<file path="src/rtl/ama_riscv_perf_cnt_if.sv">
// MMIO read port of ama_riscv_perf_cnt: strobe + word index in,
// registered data + valid qualifier out one cycle later.
interface ama_riscv_perf_cnt_if;
  logic        rd_req;
  logic [2:0]  rd_addr;
  logic [31:0] rd_data;
  logic        rd_valid;

  modport master (
    output rd_req,
    output rd_addr,
    input  rd_data,
    input  rd_valid
  );

  modport slave (
    input  rd_req,
    input  rd_addr,
    output rd_data,
    output rd_valid
  );
endinterface

</file>
<file path="src/rtl/ama_riscv_perf_cnt.sv">
// Core performance counters (cycle, instret, optional stall) with a 32-bit MMIO read port.
// Define AMA_RISCV_PERF_STALL_CNT_EN to build the stall counter at words 4-5.
module ama_riscv_perf_cnt #(
  parameter int CNT_W = 64
) (
  input  logic                 clk,
  input  logic                 rst_n,
  input  logic                 inst_wb_nop_or_clear,
  input  logic                 bubble_dec,
  input  logic                 mmio_reset_cnt,
  ama_riscv_perf_cnt_if.slave  rd_if
);

`ifdef AMA_RISCV_PERF_STALL_CNT_EN
  localparam int N_CNT = 3;
`else
  localparam int N_CNT = 2;
  logic unused_bubble_dec;
  assign unused_bubble_dec = bubble_dec;
`endif
  localparam int HI_W = CNT_W - 32;

  // Read-mux views indexed by rd_addr[2:1]; slots without a counter read as 0.
  logic [31:0] cnt_lo [4];
  logic [31:0] cnt_hi [4];

  logic [31:0] rd_data_q;
  logic [31:0] rd_data_d;
  logic        rd_valid_q;
  logic        rd_valid_d;

  genvar gi;
  generate
    for (gi = 0; gi < 4; gi++) begin : g_cnt
      if (gi < N_CNT) begin : g_live
        logic             inc;
        logic             lo_rd;
        logic [CNT_W-1:0] cnt_q;
        logic [CNT_W-1:0] cnt_d;
        logic [HI_W-1:0]  shadow_q;
        logic [HI_W-1:0]  shadow_d;

        if (gi == 0) begin : g_inc_cycle
          assign inc = 1'b1;
        end else if (gi == 1) begin : g_inc_instret
          assign inc = ~inst_wb_nop_or_clear;
        end else begin : g_inc_stall
          assign inc = bubble_dec;
        end

        assign lo_rd = rd_if.rd_req && (rd_if.rd_addr == {2'(gi), 1'b0});

        // Clear beats increment; the shadow is untouched by the clear.
        always_comb begin
          cnt_d    = cnt_q + CNT_W'(inc);
          shadow_d = shadow_q;
          if (mmio_reset_cnt) begin
            cnt_d = '0;
          end
          if (lo_rd) begin
            shadow_d = cnt_q[CNT_W-1:32];
          end
        end

        always_ff @(posedge clk or negedge rst_n) begin
          if (!rst_n) begin
            cnt_q    <= '0;
            shadow_q <= '0;
          end else begin
            cnt_q    <= cnt_d;
            shadow_q <= shadow_d;
          end
        end

        assign cnt_lo[gi] = cnt_q[31:0];
        assign cnt_hi[gi] = 32'(shadow_q);
      end else begin : g_none
        assign cnt_lo[gi] = 32'h0;
        assign cnt_hi[gi] = 32'h0;
      end
    end
  endgenerate

  // Values are taken from the pre-edge counters, so a read that coincides
  // with a clear still returns the old count.
  always_comb begin
    rd_valid_d = rd_if.rd_req;
    rd_data_d  = 32'h0;
    if (rd_if.rd_req) begin
      rd_data_d = rd_if.rd_addr[0] ? cnt_hi[rd_if.rd_addr[2:1]]
                                   : cnt_lo[rd_if.rd_addr[2:1]];
    end
  end

  always_ff @(posedge clk or negedge rst_n) begin
    if (!rst_n) begin
      rd_data_q  <= 32'h0;
      rd_valid_q <= 1'b0;
    end else begin
      rd_data_q  <= rd_data_d;
      rd_valid_q <= rd_valid_d;
    end
  end

  assign rd_if.rd_data  = rd_data_q;
  assign rd_if.rd_valid = rd_valid_q;

endmodule

</file>
<file path="src/flat_wrapper.sv">
// flat-port wrapper written by rule: the top's interface ports become plain ports
module ama_riscv_perf_cnt_flat 
#(
  parameter int CNT_W = 64
)
  (clk, rst_n, inst_wb_nop_or_clear, bubble_dec, mmio_reset_cnt, rd_if_rd_req, rd_if_rd_addr, rd_if_rd_data, rd_if_rd_valid);
  ama_riscv_perf_cnt_if rd_if_i ();
  input  logic clk;
  input  logic rst_n;
  input  logic inst_wb_nop_or_clear;
  input  logic bubble_dec;
  input  logic mmio_reset_cnt;
  input wire logic [$bits(rd_if_i.rd_req)-1:0] rd_if_rd_req;
  input wire logic [$bits(rd_if_i.rd_addr)-1:0] rd_if_rd_addr;
  output wire logic [$bits(rd_if_i.rd_data)-1:0] rd_if_rd_data;
  output wire logic [$bits(rd_if_i.rd_valid)-1:0] rd_if_rd_valid;
  assign rd_if_i.rd_req = rd_if_rd_req;
  assign rd_if_i.rd_addr = rd_if_rd_addr;
  assign rd_if_rd_data = rd_if_i.rd_data;
  assign rd_if_rd_valid = rd_if_i.rd_valid;
  ama_riscv_perf_cnt #(.CNT_W(CNT_W)) u_core (.clk(clk), .rst_n(rst_n), .inst_wb_nop_or_clear(inst_wb_nop_or_clear), .bubble_dec(bubble_dec), .mmio_reset_cnt(mmio_reset_cnt), .rd_if(rd_if_i));
endmodule
</file>
<file path="config.mk">
export PLATFORM = sky130hd
export DESIGN_NAME = ama_riscv_perf_cnt_flat
export DESIGN_NICKNAME = d
export VERILOG_FILES = /design/src/rtl/ama_riscv_perf_cnt_if.sv /design/src/rtl/ama_riscv_perf_cnt.sv /design/src/flat_wrapper.sv
export SDC_FILE = /design/constraint.sdc
export NUM_CORES = 1
export LEC_CHECK = 0
export ABC_AREA = 1
export CAP_MARGIN = 20
export CORE_ASPECT_RATIO = 0.6
export CORE_MARGIN = 2
export CORE_UTILIZATION = 65
export DETAILED_ROUTE_END_ITERATION = 8
export HOLD_SLACK_MARGIN = 0.08
export PLACE_DENSITY = 0.84
export SLEW_MARGIN = 15
export SYNTH_ARGS = -nofsm -noshare
export SYNTH_HDL_FRONTEND = slang
export SYNTH_SLANG_ARGS = --single-unit
</file>
<file path="constraint.sdc">
create_clock -name clk -period 2.85 [get_ports clk]
set_input_delay 0.4275 -clock clk [delete_from_list [all_inputs] [get_ports clk]]
set_output_delay 0.4275 -clock clk [all_outputs]
set_load 0.05 [all_outputs]
</file>
# == After elaboration in Yosys (flattened, before gate mapping) ==
# Index checks and enable logic that the tools add are counted.
# op_classes
n_lt_le_gt_ge,1
mux,10
n_reduce_logical,3
n_eq_ne,1
bitwise,2
addsub,2
# ops
cell,count
$mux W32,6
$bmux W32 S2,2
$mux W64,2
$add A64 B1 Y64,1
$add A64 B1 Y64 const B,1
$eq A3 B2 Y1 const B,1
$ge A3 B3 Y1 const B,1
$logic_not A3 Y1,1
$not A2 Y3,1
$logic_and A1 B1 Y1,2
$not A1 Y1,1
# totals
elab_cells,25
register_bits,225
input_bits,9
out_inout_bits,33

# == Longest topological paths before layout ==
# Gate-level depths: netlist (run 1).
# logic_depth
ltp_word,6
mapped_depth,11
depth_no_buf,11

# == Worst setup path after synthesis (run 1) ==
# OpenSTA, ideal clock, no wires.
# synth_timing
path_kind,input -> register
from,in inst_wb_nop_or_clear
to,reg u_core.g_cnt[1].g_live.cnt_q[63]
path_stages,11
t_arrival_ps,1519
path_buffers,0
t_required_ps,2733
path_slack_ps,1215
setup_time_ps,117
path_cell_list,inv_1 > ha_1 > inv_1 > nor2_1 > nand2_4 > nor2_8 > nand2_2 > nor2_1 > nand2_1 > nand2_1 > nor2_1
# synth_via
elab_chain_cells,3
# synth_rtl
item,line,source
from (decl),flat_wrapper.sv:10,input logic inst_wb_nop_or_clear;
$not A1 Y1,ama_riscv_perf_cnt.sv:46,assign inc = ~inst_wb_nop_or_clear;
$add A64 B1 Y64,ama_riscv_perf_cnt.sv:55,cnt_d = cnt_q + CNT_W'(inc);
$mux W64,ama_riscv_perf_cnt.sv:57,if (mmio_reset_cnt) begin
named net u_core.g_cnt[1].g_live.cnt_d[63],ama_riscv_perf_cnt.sv:39,logic [CNT_W-1:0] cnt_d;
to (signal assigned),ama_riscv_perf_cnt.sv:70,cnt_q <= cnt_d;
to (decl),ama_riscv_perf_cnt.sv:38,logic [CNT_W-1:0] cnt_q;
# The timed path passes the listed nets, and every way through them passes these cells.
# A chain may end at the register's enable or synchronous reset.

# == Worst setup path in the final report (run 1) ==
# layout_timing
from,reg u_core.g_cnt[0].g_live.cnt_q[14]
to,reg u_core.g_cnt[0].g_live.cnt_q[35]
# layout_via
elab_chain_cells,2
# layout_rtl
item,line
from (decl),ama_riscv_perf_cnt.sv:38
from (signal assigned),ama_riscv_perf_cnt.sv:70
$add A64 B1 Y64,ama_riscv_perf_cnt.sv:55
$mux W64,ama_riscv_perf_cnt.sv:57
named net u_core.g_cnt[0].g_live.cnt_d[35],ama_riscv_perf_cnt.sv:39
# The timed path passes the listed nets, and every way through them passes these cells.

==> results.txt, run 1 <==
Status = finished clean
Worst path slowest cell = dfrtp_1
Fmax = 435.9 MHz
Clk_lat worst skew = 0.51 ns
Count of final max-slew check failures = 0
Filler Cells Inserted = 1371
CP Max Fanout = 7
FF+latch count, synth = 225
# port buffers = 40
CTS sink count = 225
RePlAce Congestion = 1.053
Total CTS buffers = 22
Core Util, Final = 0.7554
Root Driver = clkbuf_16
Worst EP required = 3.25 ns
Reg area = 5630 µm²
Dpl ws = 0.2673 ns
CTS tree = built
HP Class = in -> reg
Hold EP = u_core.rd_if.rd_valid$_DFF_PN0_
R2r startpoint = u_core.g_cnt[0].g_live.cnt_q[14]$_DFF_PN0_
Final worst path period need = 2.294 ns
Net count, final = 1746
Post-CTS sizing = 0
Final setup violating endpoints = 0
WHS Path Cells = 1
Crit start category = register
GR Overflow Total = 0
Power density over the cells = 495.9 nW/µm²
Share of cells above drive strength 1 = 0.06171
Initial DRC count = 1985
Worst-case clock buffer depth = 3
Core Area = 18160 µm²
Cell mode on critical path = nand2_1
Die width = 180.5 µm
Number of global-route vias before repair = 11144
Max-cap violations = 0
Static Leakage = 5.946 nW
RSZ-0062 raised after global routing = no
Drt pass-1 iters = 6
Synth async-reset ratio = 1.000
Clk pin slew, worst setup/hold paths = 0.07 ns
GRT Resource Usage Total = 0.4424
Number of warnings issued by yosys = 0
Mean Syn Cell Area = 7.170 µm²
Post-DRT Antenna Nets = 0
I/O Pins = 42
Post-synthesis cell count = 1694
Slew headroom = 0.5263
DRT Wirelength = 43170 µm
CP Cell Sequence = nand2_1 -> nor2_1 -> nand2_1 -> nor2_4 -> nand2_1 -> nor2_1 -> nand2_1 -> nand2_1 -> nor2_1
Seq/Total Area, Yosys = 0.4636
VDD IR max = 0.5119 mV
Num rows = 38
Final worst-path cycle share = 0.8049
Max stage delay on crit path = 0.49 ns
Antenna diode count = 0
Final setup TNS = 0 ns
WS Path Type = reg -> reg
Post-route DRC = 0
Overall Power = 6.804 mW
Final Non-Filler Cells = 1990
Routed vias = 12397
Multi-input gate area in the final layout = 5782 µm²
Initial Util = 0.6687
Worst-Margin Slew = 0.7106 ns
Setup ws final = 0.5560 ns
Cells on worst reg2reg path = 9
Post-synth EDFFs = 0
Syn-to-layout area delta = 12.97%
Wire length per cell = 21.70 µm
Hold_sp = rd_if_rd_req
Syn nets = 1706
First-pass GRT wire length = 65520 µm
Setup slack, reg-to-reg = 0.56 ns
Antenna violations before repair = 1
Synthesized area = 12150 µm²
Final Hold Fails = 0
Largest net degree at the start of global routing = 85
Hpwl dp = 32000 µm
Die area = 19830 µm²
Crit path DAT = 2.70 ns
CTS HTree Levels = 1
Crit path capture type = register
Placed cells = 1948
Vias per cell = 6.230
Worst r2r dst = u_core.g_cnt[0].g_live.cnt_q[35]$_DFF_PN0_
Synth unique cells = 26
Clock skew = 0.01529 ns
Die Y-Extent = 109.9 µm
Ys flop type = dfrtp_1
-- layout by cell type, fill, tap and decap left out, drive strengths merged, types with 9 or more instances in the layout --
master / synthesis / routed
nand2: 524 / 524
nor2: 389 / 389
dfrtp: 225 / 225
inv: 150 / 150
o21ai: 117 / 117
a21oi: 52 / 52
nand3: 45 / 45
clkdlybuf4s50: 0 / 39
o21a: 36 / 36
a31oi: 33 / 33
mux2: 32 / 32
clkbuf: 30 / 30
buf: 13 / 18
nand4: 17 / 17
nor3: 15 / 15
xor2: 9 / 9
-- Yosys cell counts (9+ instances only) --
master    count  area share
a21oi_1      52       0.021
a31oi_1      33       0.017
clkbuf_1     30      0.0093
dfrtp_1     225        0.46
inv_1       150       0.046
mux2_2       32       0.030
nand2_1     517        0.16
nand3_1      45       0.019
nand4_1      17      0.0088
nor2_1      377        0.12
nor3_1       15      0.0062
o21a_1       36       0.022
o21ai_0     112       0.046
xor2_1        9      0.0065
-- final cells by class --
| type | instances | area share |
|---|---|---|
| multi-input combinational | 1276 | 0.4214 |
| sequential | 225 | 0.4104 |
| timing repair buffer | 59 | 0.04778 |
| clock buffer | 29 | 0.04578 |
| inverter | 150 | 0.04104 |
| tap | 240 | 0.02189 |
| clock inverter | 11 | 0.01176 |
-- metrics by stage --
stage / cell area [µm²] / hold WS [ns]
finish: 13720 / 0.4384
global route: 13720 / 0.4385
CTS: 13700 / 0.4485
detailed placement: 12900 / 0.4696
global placement: 12900 / 0.4629
floorplan: 12150 / 0.1319
-- flip-flops by register name, summed over array words and instances, names as in the netlist --
register	count
u_core.g_cnt.g_live.shadow_q	64
u_core.rd_if.rd_valid	1
u_core.g_cnt.g_live.cnt_q	128
u_core.rd_if.rd_data	32
-- routing by layer --
| metal | part of all wire | global-route usage |
|---|---|---|
| met4 | 0.022 | 0.08468 |
| met2 | 0.38 | 0.5987 |
| met5 | 0.0016 | 0.01750 |
| met3 | 0.18 | 0.1871 |
| met1 | 0.41 | 0.6587 |
-- worst max-delay path, delay by kind of cell (launching register included) --
kind	cells	cell delay, ns
simple gates	9	1.68
flops	1	0.49
-- what timing repair did --
item / in CTS / in global routing
setup buffers: 0 / 0
endpoints found under the hold margin: 80 / 0
hold buffers: 1 / 0
-- logic make-up after synthesis --
logic type	share of synthesized area
AOI/OAI and AO/OA	0.1095
muxes	0.02967
and+or+nand+nor	0.3273
buffers and inverters	0.06037
xor gates and xnor gates	0.006491
adders and majority gates	0.003091
DFF	0.4636
-- worst max path at each step --
stage / from / to / cells after the start
after floorplan: inst_wb_nop_or_clear / u_core.g_cnt[1].g_live.cnt_q[63]$_DFF_PN0_ / 11
after global placement: inst_wb_nop_or_clear / u_core.g_cnt[1].g_live.cnt_q[59]$_DFF_PN0_ / 12
after detailed placement: inst_wb_nop_or_clear / u_core.g_cnt[1].g_live.cnt_q[58]$_DFF_PN0_ / 12
after CTS: u_core.rd_if.rd_data[29]$_DFF_PN0_ / rd_if_rd_data[29] / 1
after global routing: u_core.g_cnt[1].g_live.cnt_q[0]$_DFF_PN0_ / u_core.g_cnt[1].g_live.cnt_q[59]$_DFF_PN0_ / 10
final: u_core.g_cnt[0].g_live.cnt_q[14]$_DFF_PN0_ / u_core.g_cnt[0].g_live.cnt_q[35]$_DFF_PN0_ / 9
-- where the power goes --
group	switching, mW	total (mW)	internal [mW]
Sequential	0.0183	3.23	3.22
Combinational	0.255	0.358	0.103
Clock	1.29	3.21	1.92
Total	1.57	6.80	5.24
(Power assumes the default switching activity.)
==> inputs of run 2 (changes only) <==
--- a/config.mk
+++ b/config.mk
@@ -9,10 +9,10 @@
 export CAP_MARGIN = 20
 export CORE_ASPECT_RATIO = 0.6
 export CORE_MARGIN = 2
-export CORE_UTILIZATION = 65
+export CORE_UTILIZATION = 56
 export DETAILED_ROUTE_END_ITERATION = 8
 export HOLD_SLACK_MARGIN = 0.08
-export PLACE_DENSITY = 0.84
+export PLACE_DENSITY = 0.77
 export SLEW_MARGIN = 15
 export SYNTH_ARGS = -nofsm -noshare
 export SYNTH_HDL_FRONTEND = slang
==> constraint.sdc (replaced) <==
create_clock -name clk -period 1.9 [get_ports clk]
set_input_delay 0.285 -clock clk [delete_from_list [all_inputs] [get_ports clk]]
set_output_delay 0.285 -clock clk [all_outputs]
set_load 0.05 [all_outputs]
==> run 2 against run 1 <==
Effect of this change: the flow now finishes with violations (setup timing); non-clock buffer count rose by 114; sequential share of layout area fell by 2.7 points; clock skew rose by 0.00078 ns; worst hold slack got worse by 0.20 ns; sequential power rose by 50%; total power rose by 47%; cell area rose by 7.4%; final cell count rose by 7.7%.
==> results.txt, run 2 (same netlist as run 1, synthesis figures left out) <==
Die width = 194.1 µm (+7.6%)
Worst-case clock buffer depth = 3 (unchanged)
Biggest register = u_core.g_cnt.g_live.cnt_q
Initial Util = 0.5747 (-0.09406)
Slew headroom = 0.6512 (+0.1249)
HP Class = in -> reg
Post-route DRC = 0 (unchanged)
Fmax = 523.6 MHz (+20%)
Most frequent cells in the layout = nand2_1, nor2_1, dfrtp_1, inv_1, buf_4
Core Util, Final = 0.6972 (-0.05825)
Max-cap violations = 0 (unchanged)
Largest net degree at the start of global routing = 52 (-39%)
VDD IR max = 0.8591 mV (+68%)
Design area = 14740 µm² (+7.4%)
Core Area = 21140 µm² (+16%)
Final worst-path cycle share = 1.005 (+0.2004)
Crit start category = register
Final Non-Filler Cells = 2144 (+7.7%)
Crit path capture type = register
Share of cells above drive strength 1 = 0.1475 (+0.08574)
# port buffers = 40 (unchanged)
CP Max Fanout = 6 (-1)
Final setup TNS = -0.01001 ns (-0.01001 ns)
CTS tree = built
WS Path Type = reg -> reg
GRT Resource Usage Total = 0.3845 (-0.05794)
WHS Path Cells = 1 (unchanged)
DRT Wirelength = 44030 µm (+2.0%)
Syn-to-layout area delta = 21.32%
GR Overflow Total = 0 (unchanged)
Power density over the cells = 679.2 nW/µm² (+37%)
Cell Area, Placed = 13840 µm² (+7.3%)
Hpwl dp = 34080 µm (+6.5%)
Count of final max-slew check failures = 0 (unchanged)
Die area = 22920 µm² (+16%)
Worst-Margin Slew = 0.5253 ns (-0.1853 ns)
Status = finished with violations
Final setup violating endpoints = 1 (+1)
Commonest non-fill, non-tap cell in the layout = nand2_1
Worst EP required = 2.31 ns (-0.94 ns)
First-pass GRT wire length = 66480 µm (+1.5%)
Dpl ws = -0.2773 ns (-0.5446 ns)
Clk pin slew, worst setup/hold paths = 0.06 ns (about the same)
Wire length per cell = 20.54 µm (-5.3%)
Antenna diode count = 0 (unchanged)
Placed cells = 2096 (+7.6%)
Routed vias = 12325 (-0.58%)
Cells on worst reg2reg path = 11 (+2)
Setup ws final = -0.01001 ns (-0.5660 ns)
Initial DRC count = 1501 (-24%)
Drt pass-1 iters = 5 (-1)
CTS sink count = 225 (unchanged)
Crit path DAT = 2.32 ns (-0.38 ns)
Antenna violations before repair = 1 (unchanged)
Vias per cell = 5.749 (-7.7%)
Total CTS buffers = 23 (+4.5%)
RePlAce Congestion = 1.068 (+1.4%)
Clk_lat worst skew = 0.53 ns (+0.02 ns)
Final Hold Fails = 0 (unchanged)
Post-DRT Antenna Nets = 0 (unchanged)
Largest register FFs = 128 (unchanged)
Final worst path period need = 1.910 ns (-0.3840 ns)
Die Y-Extent = 118.1 µm (+7.5%)
CTS HTree Levels = 1 (unchanged)
Violations in the final reports = setup timing
Num rows = 41 (+7.9%)
Number of global-route vias before repair = 11097 (-0.42%)
Clock skew = 0.01606 ns (+0.0007758 ns)
I/O Pins = 42 (unchanged)
RSZ-0062 raised after global routing = yes
Root Driver = clkbuf_16
Static Leakage = 6.666 nW (+12%)
Net count, final = 1861 (+6.6%)
run 2: stage by stage:
step | power, mW | hold slack (ns)
after detailed placement | 5.484 | 0.2083
after CTS | 10.01 | 0.2329
after global routing | 10.27 | 0.2447
after floorplan | 5.195 | -0.01059
final | 10.01 | 0.2350
after global placement | 5.472 | 0.2042
run 2: path summary, 6_finish.rpt:
kind	start	endpoint	slack (ns)
worst max-delay path	u_core.g_cnt[0].g_live.cnt_q[2]$_DFF_PN0_	u_core.g_cnt[0].g_live.cnt_q[53]$_DFF_PN0_	-0.01
worst min-delay path	rd_if_rd_req	u_core.rd_if.rd_valid$_DFF_PN0_	0.23
worst max register to register	u_core.g_cnt[0].g_live.cnt_q[2]$_DFF_PN0_	u_core.g_cnt[0].g_live.cnt_q[53]$_DFF_PN0_	-0.01
worst min register to register	u_core.g_cnt[1].g_live.shadow_q[16]$_DFFE_PN0P_	u_core.g_cnt[1].g_live.shadow_q[16]$_DFFE_PN0P_	0.49
max in group asynchronous	rst_n	u_core.g_cnt[0].g_live.shadow_q[22]$_DFFE_PN0P_	0.87
min in group asynchronous	rst_n	u_core.g_cnt[1].g_live.cnt_q[10]$_DFF_PN0_	0.27
run 2: power breakdown:
part	internal (mW)	switching, mW	total [mW]
clock network	2.57	2.04	4.61
registers	4.82	0.0241	4.85
logic	0.171	0.379	0.550
total	7.56	2.45	10.0
run 2: cell type report:
class,count,area (µm²)
well taps,279,349.1
flip-flops and latches,225,5645
multi-input cells,1276,5897
inverters,150,563.0
repair buffers,173,1526
fillers,1817,6400
clock inverters,12,106.4
clock buffers,29,648.1
run 2: critical path: stages (launching register included):
cell and delay (ns):
dfrtp_1 0.40, nand2_1 0.08, nor2_1 0.20, buf_4 0.16, nand2_1 0.14, nor2_4 0.23
nand2_1 0.09, nor2_2 0.20, buf_4 0.16, nand2_1 0.04, nand2_1 0.05, nor2_1 0.04
run 2: timing repair:
action,CTS,global route
hold buffers,1,0
gates resized for setup,32,55
hold endpoints to repair,174,0
endpoints found under the setup margin,32,50
setup buffers,0,6
pin swaps,0,4
run 2: routing by layer:
layer  GRT usage  share of wire  vias up
met5           0        0.00030        -
met4     0.05871          0.016        2
met3      0.1665           0.15       72
met2      0.4711           0.37      730
met1      0.6174           0.46     5842
li1            -              -     5679
==> inputs of run 3 (changes only) <==
--- a/config.mk
+++ b/config.mk
@@ -6,7 +6,7 @@
 export NUM_CORES = 1
 export LEC_CHECK = 0
 export ABC_AREA = 1
-export CAP_MARGIN = 20
+export CAP_MARGIN = 10
 export CORE_ASPECT_RATIO = 0.6
 export CORE_MARGIN = 2
 export CORE_UTILIZATION = 56
==> results of run 3 <==
No change in the layout: final DEF, timing and power equal those of run 2.
